<file path="config.mk">
export PLATFORM = sky130hd
export DESIGN_NAME = conbus_arb_rr
export DESIGN_NICKNAME = d
export VERILOG_FILES = /design/src/rtl/conbus_arb_rr_pkg.sv /design/src/rtl/conbus_rr_pick.sv /design/src/rtl/conbus_arb_rr.sv
export SDC_FILE = /design/constraint.sdc
export NUM_CORES = 1
export LEC_CHECK = 0
export BUFFER_PORTS_ARGS = -buffer_cell sky130_fd_sc_hd__buf_2
export CAP_MARGIN = 5
export CORE_MARGIN = 2
export CORE_UTILIZATION = 45
export DETAILED_ROUTE_END_ITERATION = 8
export PLACE_DENSITY = 0.68
export SETUP_SLACK_MARGIN = 0.5
export SLEW_MARGIN = 20
export SYNTH_ARGS = -nofsm -noshare
export SYNTH_HDL_FRONTEND = slang
export SYNTH_HIERARCHICAL = 1
export SYNTH_SLANG_ARGS = --single-unit
export TNS_END_PERCENT = 20
</file>
<file path="constraint.sdc">
create_clock -name sys_clk -period 7 [get_ports sys_clk]
set_input_delay 1.4 -clock sys_clk [delete_from_list [all_inputs] [get_ports sys_clk]]
set_output_delay 1.4 -clock sys_clk [all_outputs]
set_load 0.01 [all_outputs]
</file>
<file path="src/rtl/conbus_arb_rr_pkg.sv">
// Shared constants and helpers for the conbus round-robin arbiter family.
package conbus_arb_rr_pkg;

    localparam int CONBUS_MAX_MASTERS      = 16;
    localparam int CONBUS_DEFAULT_MAX_HOLD = 16;

    // Reason the owner changes (or not) in the current cycle.
    typedef enum logic [1:0] {
        SW_HOLD    = 2'd0,
        SW_RELEASE = 2'd1,
        SW_TIMEOUT = 2'd2
    } sw_kind_e;

    function automatic int conbus_idx_width(input int n_masters);
        return (n_masters < 2) ? 1 : $clog2(n_masters);
    endfunction

endpackage

</file>
<file path="src/rtl/conbus_rr_pick.sv">
// Combinational rotate-priority encoder: first set bit of cand at or after start, wrapping.
module conbus_rr_pick
    import conbus_arb_rr_pkg::*;
#(
    parameter int N     = 7,
    parameter int IDX_W = conbus_idx_width(N)
) (
    input  logic [N-1:0]     cand,
    input  logic [IDX_W-1:0] start,
    output logic             found,
    output logic [IDX_W-1:0] idx
);

    localparam int SW = IDX_W + 1;

    logic [IDX_W-1:0] pos [N];

    // pos[k] = (start + k) mod N, computed by a single conditional subtract since start < N.
    generate
        for (genvar gi = 0; gi < N; gi++) begin : g_pos
            logic [SW-1:0] sum;
            assign sum     = {1'b0, start} + SW'(gi);
            assign pos[gi] = (sum >= SW'(N)) ? IDX_W'(sum - SW'(N)) : IDX_W'(sum);
        end
    endgenerate

    always_comb begin
        found = 1'b0;
        idx   = '0;
        for (int k = N - 1; k >= 0; k--) begin
            if (cand[pos[k]]) begin
                found = 1'b1;
                idx   = pos[k];
            end
        end
    end

endmodule

</file>
<file path="src/rtl/conbus_arb_rr.sv">
// Round-robin Wishbone bus arbiter with hold timeout, owner lock and parking.
// Optional high-priority candidate filtering is enabled by defining CONBUS_ARB_PRIO_EN.
module conbus_arb_rr
    import conbus_arb_rr_pkg::*;
#(
    parameter int N_MASTERS = 7,
    parameter int MAX_HOLD  = CONBUS_DEFAULT_MAX_HOLD,
    parameter int IDX_W     = conbus_idx_width(N_MASTERS)
) (
    input  logic                 sys_clk,
    input  logic                 sys_rst_n,
    input  logic [N_MASTERS-1:0] req,
    input  logic [N_MASTERS-1:0] lock,
`ifdef CONBUS_ARB_PRIO_EN
    input  logic [N_MASTERS-1:0] hi_prio,
`endif
    output logic [N_MASTERS-1:0] gnt,
    output logic [IDX_W-1:0]     gnt_idx,
    output logic                 hold_expired
);

    localparam int  HOLD_W     = (MAX_HOLD > 0) ? $clog2(MAX_HOLD + 1) : 1;
    localparam bit  TIMEOUT_EN = (MAX_HOLD != 0);
    localparam logic [HOLD_W-1:0] HOLD_LAST = (MAX_HOLD > 0) ? HOLD_W'(MAX_HOLD - 1) : '0;

    logic [N_MASTERS-1:0] gnt_reg, gnt_next;
    logic [IDX_W-1:0]     gnt_idx_reg, gnt_idx_next;
    logic [HOLD_W-1:0]    hold_cnt_reg, hold_cnt_next;

    logic [IDX_W-1:0]     cur;
    logic [IDX_W-1:0]     start;
    logic [N_MASTERS-1:0] others;
    logic [N_MASTERS-1:0] cand;
    logic                 found;
    logic [IDX_W-1:0]     pick_idx;
    sw_kind_e             sw_kind;

    assign cur    = gnt_idx_reg;
    assign start  = (cur == IDX_W'(N_MASTERS - 1)) ? '0 : cur + 1'b1;
    assign others = req & ~gnt_reg;

`ifdef CONBUS_ARB_PRIO_EN
    logic [N_MASTERS-1:0] hi_cand;
    assign hi_cand = others & hi_prio;
    assign cand    = (|hi_cand) ? hi_cand : others;
`else
    assign cand    = others;
`endif

    conbus_rr_pick #(
        .N     (N_MASTERS),
        .IDX_W (IDX_W)
    ) u_pick (
        .cand  (cand),
        .start (start),
        .found (found),
        .idx   (pick_idx)
    );

    // A lock only shields the owner from the timeout; releasing req always hands over.
    always_comb begin
        sw_kind = SW_HOLD;
        if (found) begin
            if (!req[cur]) begin
                sw_kind = SW_RELEASE;
            end else if (TIMEOUT_EN && !lock[cur] && hold_cnt_reg == HOLD_LAST) begin
                sw_kind = SW_TIMEOUT;
            end
        end
    end

    always_comb begin
        gnt_next      = gnt_reg;
        gnt_idx_next  = gnt_idx_reg;
        hold_cnt_next = hold_cnt_reg;
        if (sw_kind != SW_HOLD) begin
            gnt_next     = N_MASTERS'(1) << pick_idx;
            gnt_idx_next = pick_idx;
        end
        if (sw_kind != SW_HOLD || !found || lock[cur] || !TIMEOUT_EN) begin
            hold_cnt_next = '0;
        end else if (req[cur] && hold_cnt_reg != HOLD_LAST) begin
            hold_cnt_next = hold_cnt_reg + 1'b1;
        end
    end

    always_ff @(posedge sys_clk) begin
        if (!sys_rst_n) begin
            gnt_reg      <= N_MASTERS'(1);
            gnt_idx_reg  <= '0;
            hold_cnt_reg <= '0;
        end else begin
            gnt_reg      <= gnt_next;
            gnt_idx_reg  <= gnt_idx_next;
            hold_cnt_reg <= hold_cnt_next;
        end
    end

    assign gnt          = gnt_reg;
    assign gnt_idx      = gnt_idx_reg;
    assign hold_expired = sys_rst_n && (sw_kind == SW_TIMEOUT);

endmodule

</file>
* Word-level counts from Yosys, hierarchy flattened
Cells that the tools add are included.
** Word-level totals
- Input bits :: 16
- Register bits after elaboration :: 15
** Operators by class
- Multiplexer cells :: 43
- Bitwise gates (word level) :: 3
- Reduce and logical (&&, ||, !) cells :: 9
- Shifts and indexed selects :: 1
- $add $sub $neg :: 15
- Magnitude comparators :: 15
- Equal/unequal tests :: 4
** Operators by type and width (number)
- 3-bit 2-to-1 mux :: 15
- 3-bit by 4-bit less-than comparator with 1-bit output, second input constant :: 8
- 1-bit binary-select mux with 3-bit select :: 9
- 4-bit by 3-bit >= comparator with 1-bit output, second input constant :: 6
- 3-bit subtractor, second input constant :: 7
- 1-bit 2-to-1 mux :: 16
- 3-bit by 3-bit adder with 4-bit output, second input constant :: 3
- 3-bit by 2-bit adder with 4-bit output, second input constant :: 2
- 7-bit bitwise AND :: 1
- 7-bit inverter :: 1
- 1-bit by 3-bit left shift with 7-bit output, first input constant :: 1
- 2-bit 2-to-1 mux :: 3
- 5-bit by 1-bit adder with 5-bit output, second input constant :: 1
- 5-bit by 4-bit == test with 1-bit output, second input constant :: 1
- 5-bit by 4-bit != test with 1-bit output, second input constant :: 1
- 3-bit by 1-bit adder with 4-bit output, second input constant :: 1
- 3-bit by 1-bit adder with 3-bit output, second input constant :: 1
- 3-bit == test, second input constant :: 1
- 3-bit >= comparator, second input constant :: 1
- 1-bit logical AND :: 3
- 2-bit == test, second input constant :: 1
- 1-bit zero test :: 2
- 1-bit logical OR :: 2
- 2-bit nonzero test :: 1
- 2 further kinds :: 2

* Logic depth before layout (Yosys ltp)
Gate-level depths: netlist (run 1).
- Word-level depth :: 19
- Mapped depth :: 20
- Depth with buffers taken out :: 18

* Modules after synthesis
The synthesis (run 1) kept the hierarchy.
** By module, submodules not included
- conbus_rr_pick :: area an instance 1342.5 µm², times used 1, cells an instance 184
- conbus_arb_rr :: area an instance 924.6 µm², times used 1, cells an instance 106

* Least setup slack after synthesis (run 1)
Ideal clock, no wire load.
- Path kind :: reg-to-output
- Start point :: register gnt_idx_reg[0], in the netlist gnt_idx[0]
- End point :: output hold_expired
- Stages on the path, launching flop included :: 16
- Data arrival time :: 4.242 ns
- Required time :: 5.600 ns
- Setup slack :: 1.358 ns
- Path through :: dfxtp_1 buf_6 inv_1 o21ai_0 inv_1 ha_1 buf_2 clkinv_1 xnor2_1 mux4_2 nand2_1 a21bo_2 nor4_1 nand4_1 and3_1 and4_2
** On the way
- Word-level cells in the longest chain between the ends :: 17
- Elaborated cells between the ends (all ways) :: 62
- Those cells by class :: add/sub: 14; order compare: 7; eq/ne: 2; mux: 36; reduce/logical: 3
** RTL lines
- start: declaration :: line conbus_arb_rr.sv:27 : logic [IDX_W-1:0] gnt_idx_reg, gnt_idx_next;
- start signal: assignment :: line conbus_arb_rr.sv:94 : gnt_idx_reg <= gnt_idx_next;
- 3-bit by 1-bit adder with 3-bit output / 3-bit == test (equally long branches) :: line conbus_arb_rr.sv:39 : assign start = (cur == IDX_W'(N_MASTERS - 1)) ? '0 : cur + 1'b1;
- 3-bit 2-to-1 mux (*) :: line conbus_arb_rr.sv:39
- net start[1] :: line conbus_arb_rr.sv:31 : logic [IDX_W-1:0] start;
- 3-bit by 3-bit adder with 4-bit output :: line conbus_rr_pick.sv:22 : assign sum = {1'b0, start} + SW'(gi);
- 4-bit by 3-bit >= comparator with 1-bit output / 3-bit subtractor (equally long branches) :: line conbus_rr_pick.sv:23 : assign pos[gi] = (sum >= SW'(N)) ? IDX_W'(sum - SW'(N)) : IDX_W'(sum);
- 3-bit 2-to-1 mux :: line conbus_rr_pick.sv:23
- 1-bit binary-select mux with 3-bit select :: line conbus_rr_pick.sv:31 : if (cand[pos[k]]) begin
- 1-bit 2-to-1 mux (implied by the code) :: line conbus_rr_pick.sv:31
- 1-bit 2-to-1 mux (6 in a row) :: line conbus_rr_pick.sv:31
- 1-bit 2-to-1 mux (*) :: line conbus_rr_pick.sv:31
- net found :: line conbus_arb_rr.sv:34 : logic found;
- 2-bit 2-to-1 mux (*) :: line conbus_arb_rr.sv:63 : if (found) begin
- 2-bit == test (*) :: line conbus_arb_rr.sv:101 : assign hold_expired = sys_rst_n && (sw_kind == SW_TIMEOUT);
- 1-bit logical AND (*) :: line conbus_arb_rr.sv:101
- end: declaration :: line conbus_arb_rr.sv:19 : output logic hold_expired
Mark *: on every way through the listed nets, which the timed path passes. The rest lies on a longest branch. The select of a mux whose other input is x is not followed.

* Final worst setup path (run 1)
- Start point :: register gnt_idx_reg[1], in the netlist gnt_idx[1]
- End point :: output hold_expired
Same word-level chain as after synthesis.

==> results.yml, run 1 <==
placed_design:
  port_buffers: 26
  dp.final_hpwl_mm: 4.57
  routabilityCongestion: 0.961
  dpl_cell_area_um2: 2430
grt:
  grt_max_degree: 25
  grt_pass1_wl_mm: 9.69
  grt_pass1_vias: 2027
  grt_usage_pct: 22.1
  overflow: 0
  antenna_found_initial: 0
power:
  powerDensity_nw_per_um2: 559
  power_leakage_nw: 1.07
  ir_drop_mv: 0.451
layout:
  final_cell_mix: "nand2_1 (41), mux2i_1 (28), buf_2 (26)"
  design_area_um2: 2480
  synthToLayoutAreaGrowth_pct: 9.55
  nets: 339
  multi_input_area_um2: 1850
  antenna_cells: 0
  seqCellArea_um2: 302
  layout-drive-gt1-share_pct: 20.1
  largest_register_ffs: 7
  fillCellCount: 457
  final_common_cell: "nand2_1"
setup_path:
  crit_type: "flop to primary output"
  arrival_ns: 4.70
  path_cells: "and2b_4 > nand2_1 > o21ai_1 > ha_1 > ha_1 > or3_1 > and2_1 > mux4_2 > nand2_1 > nand2_1 > nor4_1 > nand4_1 > and3_1 > and4_2 > buf_2"
  crit_family: "simple AND/OR/NAND/NOR gates"
  worstSetupEndpointType: "primary output"
  rrSetupSlack_ns: 1.81
  cp_slowest_stage_delay_ns: 0.57
  slowest_stage: "dfxtp_1"
  cp_common_cell: "nand2_1"
  crit_buf_inv: 1
  cp-start-kind: "flop"
  r2r_start: "gnt_idx[2]"
  cp.required_ns: 5.60
  r2r_cells: 18
  crit_path_max_fanout: 11
  r2r_end: "gnt[5]"
logic_synthesis:
  synth_nets: 319
  ys_ff_latch: 15
  netlist_area_um2: 2270
  synth_edf_count: 0
  netlist_instances: 290
  synth-async-reset-ratio_pct: 0
  synth_cell_types: 68
  seq_area_frac_synth_pct: 13.2
  synthFlopType: "dfxtp_1"
  synth_warnings: 6
  syn_area_per_cell_um2: 7.82
floorplan:
  ios: 27
  num_rows: 25
  initial_core_util_pct: 47.4
  dieWidth_um: 75.0
  dieArea_um2: 5620
  dieHeight_um: 75.0
  core_area_um2: 4790
hold_path:
  whs_path_depth: 2
  hp-start: "gnt[2]"
  min_to: "gnt[2]"
  hp-class: "flop to flop"
sta:
  max_freq_ghz: 0.164
  rsz0062_at_grt: "false"
  post-route-period-util_pct: 87.2
  slew_violations: 0
  tightest_slew_ns: 0.917
  relSlewSlack_pct: 37.9
  setup_viol: 0
  setup-tns-final_ns: 0
  hold_viol_final: 0
  fin_crit_ns: 6.10
  fin_skew_ns: 0.00820
detailed_routing:
  drtAntennaViolNets: 0
  drcViolationCount: 0
  first_iter_violations: 175
  drt-total-wl_mm: 6.07
  via_per_inst: 5.98
  vias: 2250
  drtPass1Iterations: 5
  wire_per_inst_um: 16.2
clocking:
  post-cts-setup-buffer-count: 0
  cts_tree: "built"
  root_buffer: "clkbuf_8"
  clk_pin_slew_worst_paths_ns: 0.07
  ctsResizeCount: 0
  ctsHtreeMaxLevel: 1
  cts_num_sinks: 15
  cts-buffers-inserted: 3
  cts_max_path_buffers: 2
  hold_buffers: 0
  clock_latency_ns: 0.26
run_status:
  outcome: "finished clean"
run:
  cap_violations: 0
logic make-up (layout without fill, tap and decap cells):
| logic type | after synthesis | in the layout | synth area share, % |
|---|---|---|---|
| XOR/XNOR | 10 | 10 | 3.86 |
| flip-flops | 15 | 15 | 13.2 |
| adder cells (fa/ha/maj) | 13 | 13 | 7.51 |
| buffers and inverters | 26 | 45 | 5.57 |
| AO/OA/AOI/OAI | 67 | 67 | 21.5 |
| multiplexers | 39 | 39 | 19.8 |
| AND/OR/NAND/NOR | 120 | 120 | 28.5 |
report_power, final:
| group | internal (mW) | switching [mW] |
|---|---|---|
| Combinational | 0.484 | 0.693 |
| Sequential | 0.109 | 0.0276 |
| Clock | 0.0400 | 0.0354 |
worst max-delay path by stage:
stage	start	endpoint	slack [ns]	depth (start not counted)
after floorplan	gnt_idx[0]	hold_expired	1.36	15
after global placement	gnt_idx[2]	hold_expired	1.24	14
after detailed placement	gnt_idx[0]	hold_expired	1.16	17
after CTS	gnt_idx[0]	hold_expired	0.83	17
after global routing	gnt_idx[2]	hold_expired	0.57	17
final	gnt_idx[1]	hold_expired	0.90	15
metal layers:
metal | up-vias | wire length [µm] | GRT usage [%]
met5 | - | 0 | 0
met4 | 0 | 31 | 4.96
met3 | 6 | 377 | 1.47
met2 | 93 | 2870 | 37.9
met1 | 1049 | 2800 | 30.4
li1 | 1102 | - | -
layout make-up:
type	count	area share, %
clock buffers	3	1.66
clock inverters	1	0.302
inverters	12	1.81
multi-input cells	249	74.6
flip-flops and latches	15	12.1
well taps	67	3.38
repair buffers	29	6.15
through the flow:
stage	total power, mW	setup WS (ns)	instances	hold slack, ns	utilization [%]
finish	1.39	0.898	376	0.484	51.9
global route	1.50	0.567	376	0.509	51.9
CTS	1.36	0.831	376	0.486	51.7
detailed placement	1.28	1.16	372	0.473	50.7
global placement	1.28	1.24	372	0.461	50.7
floorplan	1.04	1.36	290	0.495	-
worst register-to-register path, delay by kind of cell, from the launching register on:
kind | cells | cell delay, ns
compound gates | 3 | 0.97
mux | 2 | 0.69
xor+xnor | 1 | 0.27
fa+ha+maj | 2 | 0.77
flops | 1 | 0.47
simple gates | 7 | 1.45
buf+inv | 3 | 0.53
cell usage after synthesis (3+ instances only):
| cell type | instances | area [µm²] |
|---|---|---|
| or2_2 | 3 | 18.8 |
| nand2_1 | 41 | 154 |
| dfxtp_1 | 15 | 300 |
| a211oi_1 | 5 | 37.5 |
| mux2i_1 | 28 | 280 |
| nor2_1 | 9 | 33.8 |
| clkbuf_1 | 4 | 15.0 |
| ha_1 | 12 | 150 |
| xnor2_1 | 8 | 70.1 |
| nand3b_1 | 5 | 37.5 |
| o211ai_1 | 4 | 30.0 |
| and3_1 | 3 | 18.8 |
| nand3_1 | 8 | 40.0 |
| nor2b_1 | 12 | 75.1 |
| o21ai_0 | 16 | 80.1 |
| buf_2 | 5 | 25.0 |
| mux4_2 | 4 | 90.1 |
| nor4_1 | 3 | 18.8 |
| nor3_1 | 6 | 30.0 |
| mux2_2 | 7 | 78.8 |
| nor3b_1 | 4 | 30.0 |
| inv_1 | 11 | 41.3 |
| nand2b_1 | 10 | 62.6 |
| and4_1 | 3 | 26.3 |
| a21oi_1 | 9 | 45.0 |
Note: power is estimated with default switching activity, not from simulation.
==> inputs of run 2 (changes only) <==
Settings changed: ABC_AREA set to 1, SKIP_LAST_GASP set to 1.
==> results.yml, run 2 <==
run_status:
  outcome: "finished clean"
layout:
  fillCellCount: 519
  synthToLayoutAreaGrowth_pct: 8.56
  layout-drive-gt1-share_pct: 14.0
  seqCellArea_um2: 300
  final_cell_mix: "nand2_1 (144), inv_1 (52), nand3_1 (43)"
  final_common_cell: "nand2_1"
  multi_input_area_um2: 1630
  largest_register_ffs: 7
  final_util_pct: 51.1
  antenna_cells: 0
  nets: 460
detailed_routing:
  first_iter_violations: 220
  vias: 2567
  drtPass1Iterations: 5
  drt-total-wl_mm: 6.02
  drcViolationCount: 0
  via_per_inst: 5.16
  wire_per_inst_um: 12.1
  drtAntennaViolNets: 0
setup_path:
  cp-start-kind: "flop"
  r2r_cells: 16
  crit_path_max_fanout: 13
  worstSetupEndpointType: "primary output"
  cp-startpoint: "gnt_idx[0]"
  crit_type: "flop to primary output"
  cp.required_ns: 5.60
  r2r_end: "gnt_idx[2]"
  rrSetupSlack_ns: 2.74
  arrival_ns: 4.16
  r2r_start: "gnt_idx[0]"
clocking:
  ctsHtreeMaxLevel: 1
  clk_pin_slew_worst_paths_ns: 0.06
  cts_num_sinks: 15
  cts-buffers-inserted: 3
  ctsResizeCount: 0
  cts_tree: "built"
  root_buffer: "clkbuf_8"
  cts_max_path_buffers: 2
  post-cts-setup-buffer-count: 0
  clock_latency_ns: 0.25
  hold_buffers: 0
floorplan:
  dieWidth_um: 74.5
  core_area_um2: 4750
  dieArea_um2: 5550
  ios: 27
  num_rows: 25
  dieHeight_um: 74.5
  initial_core_util_pct: 47.0
grt:
  grt_max_degree: 16
  grt_usage_pct: 22.5
  use_met1_pct: 31.8
  overflow: 0
  grt_pass1_vias: 2283
  antenna_found_initial: 0
  grt_busiest_layer: "met2"
  met2_usage_pct: 36.7
  grt_pass1_wl_mm: 9.94
  use_met3_pct: 3.25
logic_synthesis:
  synth_cell_types: 36
  yosysTopAreaCell: "nand2_1"
  synthFlopType: "dfxtp_1"
  seq_area_frac_synth_pct: 13.4
  syn_area_per_cell_um2: 5.47
  synth-async-reset-ratio_pct: 0
  synthAdderAreaFrac_pct: 7.61
  synth_top_cell_area_share_pct: 24.2
  synth_nets: 438
  synth_warnings: 6
  synth_edf_count: 0
  yosys.area_share.simple_pct: 48.5
  synth.area.top_cells: "nand2_1 (24%), dfxtp_1 (13%), nand3_1 (9.6%), inv_1 (8.7%), ha_1 (6.7%)"
  synth_top_family_by_area: "simple AND/OR/NAND/NOR gates"
  ys_ff_latch: 15
  synth.area.mux_share_pct: 0
  yosysMostFrequentCell: "nand2_1"
  netlist_area_um2: 2240
  synth-xor-area-share_pct: 2.29
  synth_compound_area_share_pct: 14.5
  netlist_instances: 409
  yosys-top-cells-count: "nand2_1 (144), inv_1 (52), nand3_1 (43)"
sta:
  setup-tns-final_ns: 0
  post-route-period-util_pct: 79.5
  fin_crit_ns: 5.56
  setup_viol: 0
  relSlewSlack_pct: 61.1
  slew_violations: 0
  hold_viol_final: 0
  max_freq_ghz: 0.180
  fin_skew_ns: 0.00246
  hold_ws_ns: 0.509
  rsz0062_at_grt: "false"
  tightest_slew_ns: 0.577
run:
  cap_violations: 0
hold_path:
  hp-start: "gnt[4]"
  min_to: "gnt[4]"
  hp-class: "flop to flop"
  whs_path_depth: 2
placed_design:
  port_buffers: 26
  dp.final_hpwl_mm: 4.76
  routabilityCongestion: 0.933
## run 2: worst max-delay path by stage
stage,endpoint,cells past startpoint
5_1_grt,hold_expired,16
6_report,hold_expired,16
3_3_place_gp,hold_expired,17
4_1_cts,hold_expired,16
3_5_place_dp,hold_expired,16
2_1_floorplan,hold_expired,17
## run 2: critical path, stage by stage (launching register included)
cell and delay (ns):
dfxtp_1 0.63, o21ai_0 0.17, nor2_1 0.35, inv_1 0.25
fa_1 0.56, o21ai_0 0.51, o21ai_0 0.18, a21oi_1 0.18
o21bai_2 0.10, nand2_1 0.16, nor3_2 0.07, nand3_1 0.11
nand2_1 0.07, inv_1 0.06, nand3_2 0.23, nor2_1 0.15
buf_2 0.14
## run 2: cell type report
| cell class | count | share of cell area [%] |
|---|---|---|
| Multi-Input combinational cell | 325 | 67.2 |
| Sequential cell | 15 | 12.4 |
| Inverter | 59 | 9.43 |
| Timing Repair Buffer | 27 | 5.67 |
| Tap cell | 67 | 3.45 |
| Clock buffer | 4 | 1.86 |
## run 2: through the flow
step | setup WS [ns] | area (µm²) | std cells
floorplan | 2.51 | 2240 | 409
global placement | 1.84 | 2380 | 493
detailed placement | 1.74 | 2380 | 493
CTS | 1.47 | 2430 | 497
global route | 1.06 | 2430 | 497
finish | 1.44 | 2430 | 497
## run 2: routing by layer
metal	share of wire, %	routed length (µm)	vias up
li1	-	-	1339
met1	47	2830	1116
met2	44	2670	96
met3	7.3	441	16
met4	1.3	80	0
met5	0	0	-
## run 2: logic make-up (layout without fill, tap and decap cells)
kind of cell	after synthesis	count (layout)
xor gates and xnor gates	5	5
adders and majority gates	13	13
and+or+nand+nor	251	251
DFF	15	15
buffers and inverters	69	90
AOI/OAI and AO/OA	56	56
Power of run 2 is left out: the tool's default activity adds up to more than one toggle a clock period on the data nets, which glitch-free logic cannot reach.
